[src/rtl/tt_vfp_red_pkg.sv]
// Shared types, default sizes and width helpers for the tt_vfp_red request sequencer.
package tt_vfp_red_pkg;

    typedef enum logic [1:0] {
        RED_SUM  = 2'd0,
        RED_RSVD = 2'd1,
        RED_MIN  = 2'd2,
        RED_MAX  = 2'd3
    } red_op_e;

    typedef enum logic [1:0] {
        IDLE  = 2'd0,
        ISSUE = 2'd1,
        DRAIN = 2'd2,
        DONE  = 2'd3
    } seq_state_e;

    localparam int EXC_W        = 5;
    localparam int DEF_EXP_W    = 5;
    localparam int DEF_SIG_W    = 11;
    localparam int DEF_NUM_ELEM = 8;

    // Recoded format carries one extra exponent bit over the standard format.
    function automatic int rec_width(input int exp_w, input int sig_w);
        return exp_w + sig_w + 1;
    endfunction

    function automatic int fn_width(input int exp_w, input int sig_w);
        return exp_w + sig_w;
    endfunction

    // The reserved opcode is issued downstream as a plain sum.
    function automatic red_op_e map_op(input logic [1:0] op);
        return (op == RED_RSVD) ? RED_SUM : red_op_e'(op);
    endfunction

endpackage

[src/rtl/tt_vfp_red_seq_nxt.sv]
// Find-next-set-bit above a given element index, limited to the active vector length.
// Used by tt_vfp_red_seq only when TT_VFP_RED_SEQ_SKIP_EN is defined.
module tt_vfp_red_seq_nxt
    import tt_vfp_red_pkg::*;
#(
    parameter int NUM_ELEM = DEF_NUM_ELEM,
    localparam int VL_W = $clog2(NUM_ELEM + 1)
) (
    input  logic [NUM_ELEM-1:0] mask,
    input  logic [VL_W-1:0]     vl,
    input  logic [VL_W-1:0]     idx,
    output logic                found,
    output logic [VL_W-1:0]     nxt
);

    // Scan downwards so the lowest qualifying element wins.
    always_comb begin
        found = 1'b0;
        nxt   = '0;
        for (int k = NUM_ELEM - 1; k >= 0; k--) begin
            if ((VL_W'(k) > idx) && (VL_W'(k) < vl) && mask[k]) begin
                found = 1'b1;
                nxt   = VL_W'(k);
            end
        end
    end

endmodule

[src/rtl/tt_vfp_red_seq.sv]
// Request sequencer feeding tt_vfp_red one element per cycle and returning the final result.
// Optional TT_VFP_RED_SEQ_SKIP_EN: masked-off elements after the first beat are not issued.
module tt_vfp_red_seq
    import tt_vfp_red_pkg::*;
#(
    parameter int EXP_W    = DEF_EXP_W,
    parameter int SIG_W    = DEF_SIG_W,
    parameter int NUM_ELEM = DEF_NUM_ELEM,
    localparam int VL_W    = $clog2(NUM_ELEM + 1),
    localparam int REC_W   = rec_width(EXP_W, SIG_W),
    localparam int FN_W    = fn_width(EXP_W, SIG_W)
) (
    input  logic                      i_clk,
    input  logic                      i_reset,
    input  logic                      i_req_valid,
    output logic                      o_req_ready,
    input  logic [1:0]                i_req_op,
    input  logic [2:0]                i_req_rm,
    input  logic [VL_W-1:0]           i_req_vl,
    input  logic [NUM_ELEM-1:0]       i_req_mask,
    input  logic [REC_W-1:0]          i_req_scalar,
    input  logic [NUM_ELEM*REC_W-1:0] i_req_vec,
    output logic                      o_red_valid,
    output logic                      o_red_en,
    output logic                      o_red_sel,
    output logic [1:0]                o_red_op,
    output logic [2:0]                o_red_rm,
    output logic [REC_W-1:0]          o_red_a,
    output logic [REC_W-1:0]          o_red_c,
    input  logic [FN_W-1:0]           i_red_res,
    input  logic [EXC_W-1:0]          i_red_exc,
    output logic                      o_res_valid,
    input  logic                      i_res_ready,
    output logic [FN_W-1:0]           o_res,
    output logic [EXC_W-1:0]          o_exc
);

    seq_state_e                state;
    logic [NUM_ELEM*REC_W-1:0] vec_q;
    logic [NUM_ELEM-1:0]       mask_q;
    logic [VL_W-1:0]           vl_q;
    logic [VL_W-1:0]           idx;
    logic [EXC_W-1:0]          acc_exc;

    logic [VL_W-1:0]           vl_in;
    logic [VL_W-1:0]           nxt_idx;
    logic                      nxt_ok;
    logic [REC_W-1:0]          nxt_elem;
    logic                      nxt_en;

    assign vl_in = (i_req_vl > VL_W'(NUM_ELEM)) ? VL_W'(NUM_ELEM) : i_req_vl;

`ifdef TT_VFP_RED_SEQ_SKIP_EN
    tt_vfp_red_seq_nxt #(
        .NUM_ELEM (NUM_ELEM)
    ) u_nxt (
        .mask  (mask_q),
        .vl    (vl_q),
        .idx   (idx),
        .found (nxt_ok),
        .nxt   (nxt_idx)
    );
`else
    always_comb begin
        nxt_idx = idx + VL_W'(1);
        nxt_ok  = (nxt_idx < vl_q);
    end
`endif

    always_comb begin
        nxt_elem = '0;
        nxt_en   = 1'b0;
        for (int k = 0; k < NUM_ELEM; k++) begin
            if (nxt_idx == VL_W'(k)) begin
                nxt_elem = vec_q[k*REC_W +: REC_W];
                nxt_en   = mask_q[k];
            end
        end
    end

    // Beat outputs are registered one cycle ahead, so the first beat is loaded on accept.
    always_ff @(posedge i_clk or posedge i_reset) begin
        if (i_reset) begin
            state       <= IDLE;
            vec_q       <= '0;
            mask_q      <= '0;
            vl_q        <= '0;
            idx         <= '0;
            acc_exc     <= '0;
            o_req_ready <= 1'b1;
            o_red_valid <= 1'b0;
            o_red_en    <= 1'b0;
            o_red_sel   <= 1'b0;
            o_red_op    <= '0;
            o_red_rm    <= '0;
            o_red_a     <= '0;
            o_red_c     <= '0;
            o_res_valid <= 1'b0;
            o_res       <= '0;
            o_exc       <= '0;
        end else begin
            case (state)
                IDLE: begin
                    if (i_req_valid && o_req_ready) begin
                        state       <= ISSUE;
                        vec_q       <= i_req_vec;
                        mask_q      <= i_req_mask;
                        vl_q        <= vl_in;
                        idx         <= '0;
                        acc_exc     <= '0;
                        o_req_ready <= 1'b0;
                        o_red_valid <= 1'b1;
                        o_red_en    <= (vl_in != '0) && i_req_mask[0];
                        o_red_sel   <= 1'b0;
                        o_red_op    <= map_op(i_req_op);
                        o_red_rm    <= i_req_rm;
                        o_red_a     <= i_req_scalar;
                        o_red_c     <= i_req_vec[0 +: REC_W];
                    end
                end

                ISSUE: begin
                    // Flags seen during a sel=1 beat belong to the previous beat.
                    if (o_red_sel) begin
                        acc_exc <= acc_exc | i_red_exc;
                    end
                    if (nxt_ok) begin
                        idx       <= nxt_idx;
                        o_red_c   <= nxt_elem;
                        o_red_en  <= nxt_en;
                        o_red_sel <= 1'b1;
                    end else begin
                        state       <= DRAIN;
                        idx         <= '0;
                        o_red_valid <= 1'b0;
                        o_red_en    <= 1'b0;
                        o_red_sel   <= 1'b0;
                        o_red_op    <= '0;
                        o_red_rm    <= '0;
                        o_red_a     <= '0;
                        o_red_c     <= '0;
                    end
                end

                DRAIN: begin
                    state       <= DONE;
                    acc_exc     <= acc_exc | i_red_exc;
                    o_res       <= i_red_res;
                    o_exc       <= acc_exc | i_red_exc;
                    o_res_valid <= 1'b1;
                end

                DONE: begin
                    if (i_res_ready) begin
                        state       <= IDLE;
                        o_res_valid <= 1'b0;
                        o_res       <= '0;
                        o_exc       <= '0;
                        o_req_ready <= 1'b1;
                    end
                end

                default: begin
                    state <= IDLE;
                end
            endcase
        end
    end

endmodule

[config.mk]
export PLATFORM = sky130hd
export DESIGN_NAME = tt_vfp_red_seq
export DESIGN_NICKNAME = d
export VERILOG_FILES = /design/src/rtl/tt_vfp_red_pkg.sv /design/src/rtl/tt_vfp_red_seq_nxt.sv /design/src/rtl/tt_vfp_red_seq.sv
export SDC_FILE = /design/constraint.sdc
export NUM_CORES = 1
export LEC_CHECK = 0
export CORE_UTILIZATION = 50
export DETAILED_ROUTE_END_ITERATION = 10
export PLACE_DENSITY = 0.81
export REMOVE_ABC_BUFFERS = 1
export SYNTH_ARGS = -nofsm -noshare
export SYNTH_HDL_FRONTEND = slang
export SYNTH_SLANG_ARGS = --single-unit
[constraint.sdc]
create_clock -name i_clk -period 10.2 [get_ports i_clk]
set_clock_uncertainty 0.05 [all_clocks]
set_input_delay 1.53 -clock i_clk [delete_from_list [all_inputs] [get_ports i_clk]]
set_output_delay 1.53 -clock i_clk [all_outputs]
set_load 0.05 [all_outputs]
Word level (Yosys, flattened, before mapping)
Index checks and enable logic that the tools add are counted. Widths: inputs -> output; s select.

Output and inout port bits: 65. Bits of input ports: 195. Word-level logic and storage cells: 109. Register bits: 224.

Add/subtract/negate cells: 1. Bitwise operators: 1. Mux-type cells: 57. Reductions and logical operators: 16. Order comparisons: 2. Eq/ne operators: 15.

Operator list (count): $mux 17 (12); $pmux 17 s2 (2); $pmux 16 s2 (1); $eq 4x3->1 const B (4); $mux 1 (16); $mux 16 (1); $mux 5 (3); $pmux 5 s3 (1); $mux 2 (6); $mux 4 (3); $reduce_and 3->1 (4); $pmux 1 s2 (5); $pmux 5 s2 (1); $eq 4x2->1 const B (2); $ne 2x2->1 const B (4); $pmux 2 s4 (1); $pmux 4 s2 (1); $mux 3 (2); $pmux 3 s2 (1); $reduce_and 2->1 (3); $reduce_bool 2->1 (3); $or 5x5->5 (1); $add 4x1->4 const B (1); $eq 2x1->1 const B (2); other kinds (10) (12).

Longest topological paths before layout
Gate-level depths: netlist of the first run.

Depth after elaboration: 12. Gate-level depth with buffers: 11. Mapped depth without buffers: 9.

Worst setup path before layout of the first run
OpenSTA, ideal clock, no wires.

Kind: input to register. From: input i_req_valid. To: register vec_q[10]. Setup time: 0.125 ns. Setup slack: 7.470 ns. Data required time: 10.025 ns. Path buffers: 2. Data arrival time: 2.555 ns. Stages: 4. Cells stage by stage: nand3_1 -> clkbuf_1 -> buf_2 -> mux2_2.

Word-level cells in the longest chain between the ends: 2.

Ends and longest elaborated chain: start: declaration (line tt_vfp_red_seq.sv:15) `input logic i_req_valid,`; $logic_and 1x1->1 (line tt_vfp_red_seq.sv:104) `if (i_req_valid && o_req_ready) begin`; $reduce_and 2->1 (no line); end signal: assignment (line tt_vfp_red_seq.sv:106) `vec_q <= i_req_vec;`; end: declaration (line tt_vfp_red_seq.sv:39) `logic [NUM_ELEM*REC_W-1:0] vec_q;`.

No other way between the ends. A chain may end at the register's enable or synchronous reset.

Final worst setup path of the first run
From: input i_req_valid. To: register o_red_op[1].

Word-level cells in the longest chain between the ends: 3.

Ends and longest elaborated chain: $logic_and 1x1->1 (line tt_vfp_red_seq.sv:104); $ne 2x2->1 (no line); $reduce_and 3->1 (no line); end signal: assignment (line tt_vfp_red_seq.sv:115) `o_red_op <= map_op(i_req_op);`; end: declaration (line tt_vfp_red_seq.sv:26) `output logic [1:0] o_red_op,`.

No other way between the ends.

==> results of run 1 <==
-- kinds of logic after synthesis --
kind of cell | after synthesis | synth area share, %
xor+xnor | 1 | 0.0848
simple gates | 283 | 12.7
buf+inv | 81 | 3.39
flops | 224 | 54.3
compound gates | 183 | 12.0
mux | 148 | 16.1
fa+ha+maj | 12 | 1.45
-- cells in the mapped netlist, types with 2 or more instances --
master       n
and3_1       9
a31oi_1     17
a221o_1      3
mux2_2     146
inv_1       16
o31ai_1      7
nand3_1     22
clkbuf_1    30
nand2_1    154
a222oi_1    15
buf_2       25
o21ai_1     11
ha_1        12
nor2_1      40
a211oi_1     5
o21a_1       4
buf_1        6
o2bb2ai_1    2
nand2b_1     6
dfrtp_1    223
o22a_1       2
a221oi_1     3
mux2i_1      2
a21oi_1     30
buf_4        2
a22oi_1      2
o22ai_1     27
nand3b_1    21
nor2b_1      2
o41ai_2      2
and2_1      18
o21ai_0     42
-- layer usage --
layer	vias up	global-route usage [%]	wire length (um)
li1	3783	-	-
met5	-	0	0
met2	350	44.7	13500
met1	3972	34.1	11400
met4	0	9.58	832
met3	56	6.18	2220
-- power by group through the flow --
stage	Combinational [uW]	Sequential, uW	Clock (uW)
6_report	2040	1530	907
4_1_cts	2050	1520	920
3_3_place_gp	1990	1520	0
3_5_place_dp	2040	1530	0
5_1_grt	2210	1570	952
2_1_floorplan	1020	1870	0
-- registers in the layout (all words and copies together), names as in the netlist, 5 cells and up --
name,count
o_red_a,17
vec_q,136
o_res,16
o_red_c,17
o_exc,5
mask_q,8
acc_exc,5
-- final cells by class --
cell class / count / area [um2]
Fill cell: 1522 / 6320
Sequential cell: 224 / 5610
Multi-Input combinational cell: 627 / 4410
Timing Repair Buffer: 269 / 2670
Clock buffer: 35 / 713
Tap cell: 270 / 338
Clock inverter: 7 / 110
Inverter: 17 / 71.3
-- per-stage QoR --
stage               area, um2  power, uW
finish                  13900       4470
global route            13900       4730
CTS                     13900       4490
detailed placement      13100       3570
global placement        13100       3500
floorplan               10000       2890
-- path summary, 6_finish.rpt --
| path | from | end | slack, ns | cells after the start |
|---|---|---|---|---|
| worst max-delay path | i_req_valid | o_red_op[1]$_DFFE_PP0P_ | 5.78 | 6 |
| worst min register to register | o_res[15]$_DFFE_PP0P_ | o_res[15]$_DFFE_PP0P_ | 0.41 | 2 |
| worst min-delay path | o_res[15]$_DFFE_PP0P_ | o_res[15]$_DFFE_PP0P_ | 0.41 | 2 |
| max in group asynchronous | i_reset | vl_q[3]$_DFFE_PP0P_ | 7.00 | 3 |
| worst max register to register | state[0]$_DFFE_PP0P_ | o_red_op[1]$_DFFE_PP0P_ | 6.38 | 7 |
| min in group asynchronous | i_reset | o_exc[2]$_DFFE_PP0P_ | 1.64 | 2 |
-- tightest hold or removal path: stages, from the launching register on --
cell,delay [ns]
dfrtp_1,0.34
nand2_1,0.05
nand2_1,0.05
-- cells in the final DEF, fill, tap and decap left out, drive strengths merged, types with 4 or more instances in the layout --
cell type and instances:
a211oi 5, a21oi 30, a222oi 15, a31oi 17, and2 18, and3 9
buf 10, clkbuf 35, clkdlybuf4s50 259, clkinv 5, dfrtp 223, ha 12
inv 16, mux2 146, nand2 155, nand2b 6, nand3 23, nand3b 21
nor2 40, o21a 4, o21ai 53, o22ai 28, o31ai 8
==> results.py, run 1 <==
metrics = {
    "clock_tree": {
        "cts_hold_buf": 0,
        "post_cts_resized": 0,
        "post-cts-setup-buffers": 0,
        "numCtsBuffers": 24,
        "clock_latency_ns": 0.52,
        "root_buffer": "clkbuf_16",
        "clk_pin_slew_ns": 0.06,
        "cts_tree": "built",
        "cts.path.max_buffers": 3,
        "cts_sinks": 224,
        "h-tree-depth": 1,
    },
    "power_and_ir_drop": {
        "internal_power_uw": 2680,
        "swShare_pct": 40.2,
        "clockPowerShare_pct": 20.3,
        "p_leak_uw": 0.00605,
        "seqPwrFrac_pct": 34.1,
        "pwr_density_cell_nw_per_um2": 322,
        "p_switching_uw": 1800,
        "ir_drop_uv": 171,
        "combPwrFrac_pct": 45.6,
    },
    "yosys": {
        "synth_edf_count": 0,
        "seq_area_frac_synth_pct": 54.3,
        "synth_cell_types": 58,
        "synthTopCellsByArea": "dfrtp_1, mux2_2, nand2_1",
        "syn_area_um2": 10300,
        "synth_ff_type": "dfrtp_1",
        "yosysWarningCount": 0,
        "ys_async_sr_fraction_pct": 100,
        "synthCells": 932,
        "yosysTopAreaCellShare_pct": 54.0,
        "synth-seq-cells": 224,
        "syn_area_per_cell_um2": 11.1,
        "yosys.area.top_type": "dfrtp_1",
    },
    "global_routing": {
        "grt_pass1_wl_um": 44800,
        "antenna_found_initial": 0,
        "first_global_vias": 8390,
        "track_usage_pct": 26.8,
        "grt_max_degree": 158,
        "gr-total-overflow": 0,
    },
    "placement": {
        "dp.cells": 1407,
        "hpwl_um": 18500,
        "port_buffers": 259,
        "place_ws_ns": 5.18,
        "gp_congestion": 0.806,
    },
    "timing": {
        "slew_violations": 0,
        "timing.fmax_mhz": 226,
        "hold_viol_final": 0,
        "setup_ws_ns": 5.78,
        "whs_ns": 0.414,
        "relSlewSlack_pct": 12.6,
        "fin_crit_sh_pct": 43.3,
        "setup_viol": 0,
        "final.setup.tns_ns": 0,
        "rsz0062_at_grt": "no",
        "final.min_clock_period_ns": 4.42,
        "tightest_slew_ns": 1.30,
    },
    "setup_path": {
        "max_stage_delay_ns": 0.83,
        "worstPathArrival_ns": 4.72,
        "crit_family": "simple AND/OR/NAND/NOR gates",
        "path_max_fanout": 72,
        "worstSetupStartpointType": "input pin",
        "cp_cell_sequence": "clkdlybuf4s50_1, nand3_4, o21ai_4, nand2b_1, nand2_1, o21ai_0",
        "crit_type": "input pin to flip-flop",
        "required_ns": 10.51,
        "critPathSlowestCell": "o21ai_4",
        "cp-end-kind": "flip-flop",
        "worst-path-buf-inv": 1,
    },
    "worst_hold_path": {
        "min_path_type": "flip-flop to flip-flop",
    },
    "die": {
        "rows": 52,
        "core_area_um2": 20200,
        "initial_core_util_pct": 51.0,
        "die_h_um": 146,
        "design.die.area_um2": 21200,
        "ios": 260,
        "die_w_um": 146,
    },
    "status": {
        "status": "finished, final reports clean",
    },
    "route": {
        "avgViaCountPerCell": 5.63,
        "detail_route.first_pass.iterations": 5,
        "wl_per_cell_um": 19.3,
        "wl_um": 27900,
        "drtIter0Drc": 471,
        "vias": 8161,
        "drtAntennaViolNets": 0,
        "drc": 0,
    },
    "final_layout": {
        "layout.nets": 1370,
        "final_layout_size_suffix_gt1_share_pct": 18.2,
        "area_growth_pct": 34.7,
        "final_core_util_pct": 68.8,
        "antenna_cells": 0,
        "stdcell_count": 1449,
    },
    "flow_run": {
        "max_cap_viol_count": 0,
    },
}
Power figures use the tool's default switching activity.
==> run 2, diff against run 1 <==
--- a/config.mk
+++ b/config.mk
@@ -5,9 +5,9 @@
 export SDC_FILE = /design/constraint.sdc
 export NUM_CORES = 1
 export LEC_CHECK = 0
-export CORE_UTILIZATION = 50
+export CORE_UTILIZATION = 45
 export DETAILED_ROUTE_END_ITERATION = 10
-export PLACE_DENSITY = 0.81
+export PLACE_DENSITY = 0.77
 export REMOVE_ABC_BUFFERS = 1
 export SYNTH_ARGS = -nofsm -noshare
 export SYNTH_HDL_FRONTEND = slang
==> constraint.sdc (replaced) <==
create_clock -name i_clk -period 3.6 [get_ports i_clk]
set_clock_uncertainty 0.05 [all_clocks]
set_input_delay 0.54 -clock i_clk [delete_from_list [all_inputs] [get_ports i_clk]]
set_output_delay 0.54 -clock i_clk [all_outputs]
set_load 0.05 [all_outputs]
==> run 2 against run 1 <==
Clock power increased to 2.8 times the previous value. Core utilization fell by 6.4 points. Clock-buffer cell count rose by 1. Sequential power rose to 2.8 times the previous value. Cell area grew 1.2%. Cell count rose by 2.1%. Sequential share of layout area shrank 0.46 points. Critical path depth increased by 3.
==> results.py, run 2 (synthesis results as in run 1) <==
metrics = {
    "status": {
        "status": "finished, final reports clean",
    },
    "global_routing": {
        "gr-usage-met3_pct": 4.99,
        "grt_max_degree": 95,
        "track_usage_pct": 24.2,
        "grt_pass1_wl_um": 45200,
        "gr-total-overflow": 0,
        "use_met1_pct": 31.2,
        "busiest_layer": "met2",
        "antenna_found_initial": 1,
        "first_global_vias": 8370,
        "grt_util_met2_pct": 40.9,
    },
    "die": {
        "design.die.area_um2": 23600,
        "initial_core_util_pct": 45.8,
        "rows": 55,
        "die_h_um": 153,
        "core_area_um2": 22600,
        "ios": 260,
        "die_w_um": 153,
    },
    "setup_path": {
        "worstSetupStartpointType": "flip-flop",
        "crit_top_cell": "ha_1",
        "path_max_fanout": 11,
        "r2r-start": "idx[0]$_DFFE_PP0P_",
        "worstPathArrival_ns": 3.69,
        "ff2ff_setup_slack_ns": 0.29,
        "r2r_end": "o_red_c[15]$_DFFE_PP0P_",
        "cp_cell_sequence": "ha_1, nand2b_1, nand2_1, ha_1, or4b_4, o32ai_4, and2_1, o21ai_0, o22ai_1",
        "cp-end-kind": "flip-flop",
        "crit_type": "flip-flop to flip-flop",
        "reg2regPathDepth": 9,
        "cp-endpoint": "o_red_c[15]$_DFFE_PP0P_",
        "required_ns": 3.98,
        "max_stage_delay_ns": 0.55,
        "critPathSlowestCell": "or4b_4",
        "critPathLaunch": "idx[0]$_DFFE_PP0P_",
    },
    "final_layout": {
        "final_common_cell": "clkdlybuf4s50_1",
        "antenna_cells": 0,
        "top_regs": "vec_q: 136 flops, o_red_a: 17 flops, o_red_c: 17 flops",
        "final_area_um2": 14100,
        "largest_register": "vec_q",
        "area_growth_pct": 36.3,
        "final_layout_size_suffix_gt1_share_pct": 19.5,
        "final_cell_mix": "clkdlybuf4s50_1, dfrtp_1, nand2_1",
        "layout.nets": 1383,
        "largest_reg_flops": 136,
        "fillers": 1869,
    },
    "power_and_ir_drop": {
        "finalPower_uw": 12700,
        "p_leak_uw": 0.00613,
        "pwr_density_cell_nw_per_um2": 905,
        "ir_drop_uv": 421,
    },
    "clock_tree": {
        "h-tree-depth": 1,
        "cts_tree": "built",
        "clock_latency_ns": 0.51,
        "clk_pin_slew_ns": 0.06,
        "cts_hold_buf": 0,
        "cts_sinks": 224,
        "numCtsBuffers": 24,
        "post-cts-setup-buffers": 0,
        "root_buffer": "clkbuf_16",
        "post_cts_resized": 0,
        "cts.path.max_buffers": 3,
    },
    "flow_run": {
        "max_cap_viol_count": 0,
    },
    "timing": {
        "hold_viol_final": 0,
        "relSlewSlack_pct": 42.0,
        "setup_ws_ns": 0.286,
        "tightest_slew_ns": 0.869,
        "whs_ns": 0.415,
        "fin_crit_sh_pct": 92.0,
        "rsz0062_at_grt": "no",
        "slew_violations": 0,
        "final.min_clock_period_ns": 3.31,
        "setup_viol": 0,
        "timing.fmax_mhz": 302,
    },
    "route": {
        "detail_route.first_pass.iterations": 6,
        "drc": 0,
        "avgViaCountPerCell": 5.56,
        "vias": 8222,
        "wl_per_cell_um": 19.3,
        "drtAntennaViolNets": 0,
        "drtIter0Drc": 578,
        "wl_um": 28500,
    },
    "placement": {
        "hpwl_um": 19600,
        "placed_cell_area_um2": 13200,
        "place_ws_ns": 0.373,
        "gp_congestion": 0.823,
        "port_buffers": 259,
    },
    "worst_hold_path": {
        "min_path_type": "flip-flop to flip-flop",
    },
}
==> run 2: cell count changes in the layout (fill, tap and decap cells not counted), sizes merged <==
cell	change
inv	-1
buf	+13
clkinv	+2
clkinvlp	+2
bufinv	-2
clkbuf	+1
==> run 2: final cells by class <==
type / count / area (um2) / area share, %
timing repair buffer: 282 / 2800 / 19.9
tap: 285 / 357 / 2.53
inverter: 17 / 71.3 / 0.507
multi-input combinational: 627 / 4410 / 31.3
sequential: 224 / 5610 / 39.8
clock inverter: 8 / 70.1 / 0.498
clock buffer: 36 / 757 / 5.38
==> run 2: how the worst min path moves through the flow <==
stage / depth (start not counted) / from / endpoint
after floorplan: 2 / vl_q[0]$_DFFE_PP0P_ / vl_q[0]$_DFFE_PP0P_
after global placement: 2 / o_res[13]$_DFFE_PP0P_ / o_res[13]$_DFFE_PP0P_
after detailed placement: 2 / o_red_a[9]$_DFFE_PP0P_ / o_red_a[9]$_DFFE_PP0P_
after CTS: 2 / o_res[13]$_DFFE_PP0P_ / o_res[13]$_DFFE_PP0P_
after global routing: 2 / o_red_a[9]$_DFFE_PP0P_ / o_red_a[9]$_DFFE_PP0P_
final: 2 / o_red_a[9]$_DFFE_PP0P_ / o_red_a[9]$_DFFE_PP0P_
==> run 2: layer usage <==
| metal | vias up | part of all wire (%) |
|---|---|---|
| li1 | 3810 | - |
| met1 | 4021 | 42 |
| met2 | 342 | 48 |
| met3 | 49 | 7.4 |
| met4 | 0 | 2.6 |
| met5 | - | 0 |
==> run 2: where the power goes <==
| group | switching [uW] | total [uW] | internal (uW) |
|---|---|---|---|
| sequential | 658 | 4330 | 3670 |
| combinational | 3480 | 5890 | 2410 |
| clock | 1000 | 2530 | 1520 |
==> run 2: metrics by stage <==
stage | util (%) | instances | TNS [ns]
global placement | 58.7 | 1435 | 0
finish | 62.4 | 1479 | 0
CTS | 62.4 | 1479 | 0
global route | 62.4 | 1479 | 0
floorplan | - | 868 | -1191.40
detailed placement | 58.7 | 1435 | 0
==> run 2: worst max-delay path: cells and delay by family (launching register included) <==
kind            cells  cell delay, ns
compound gates      3            0.61
simple gates        4            1.39
fa+ha+maj           2            0.62
flops               1            0.54
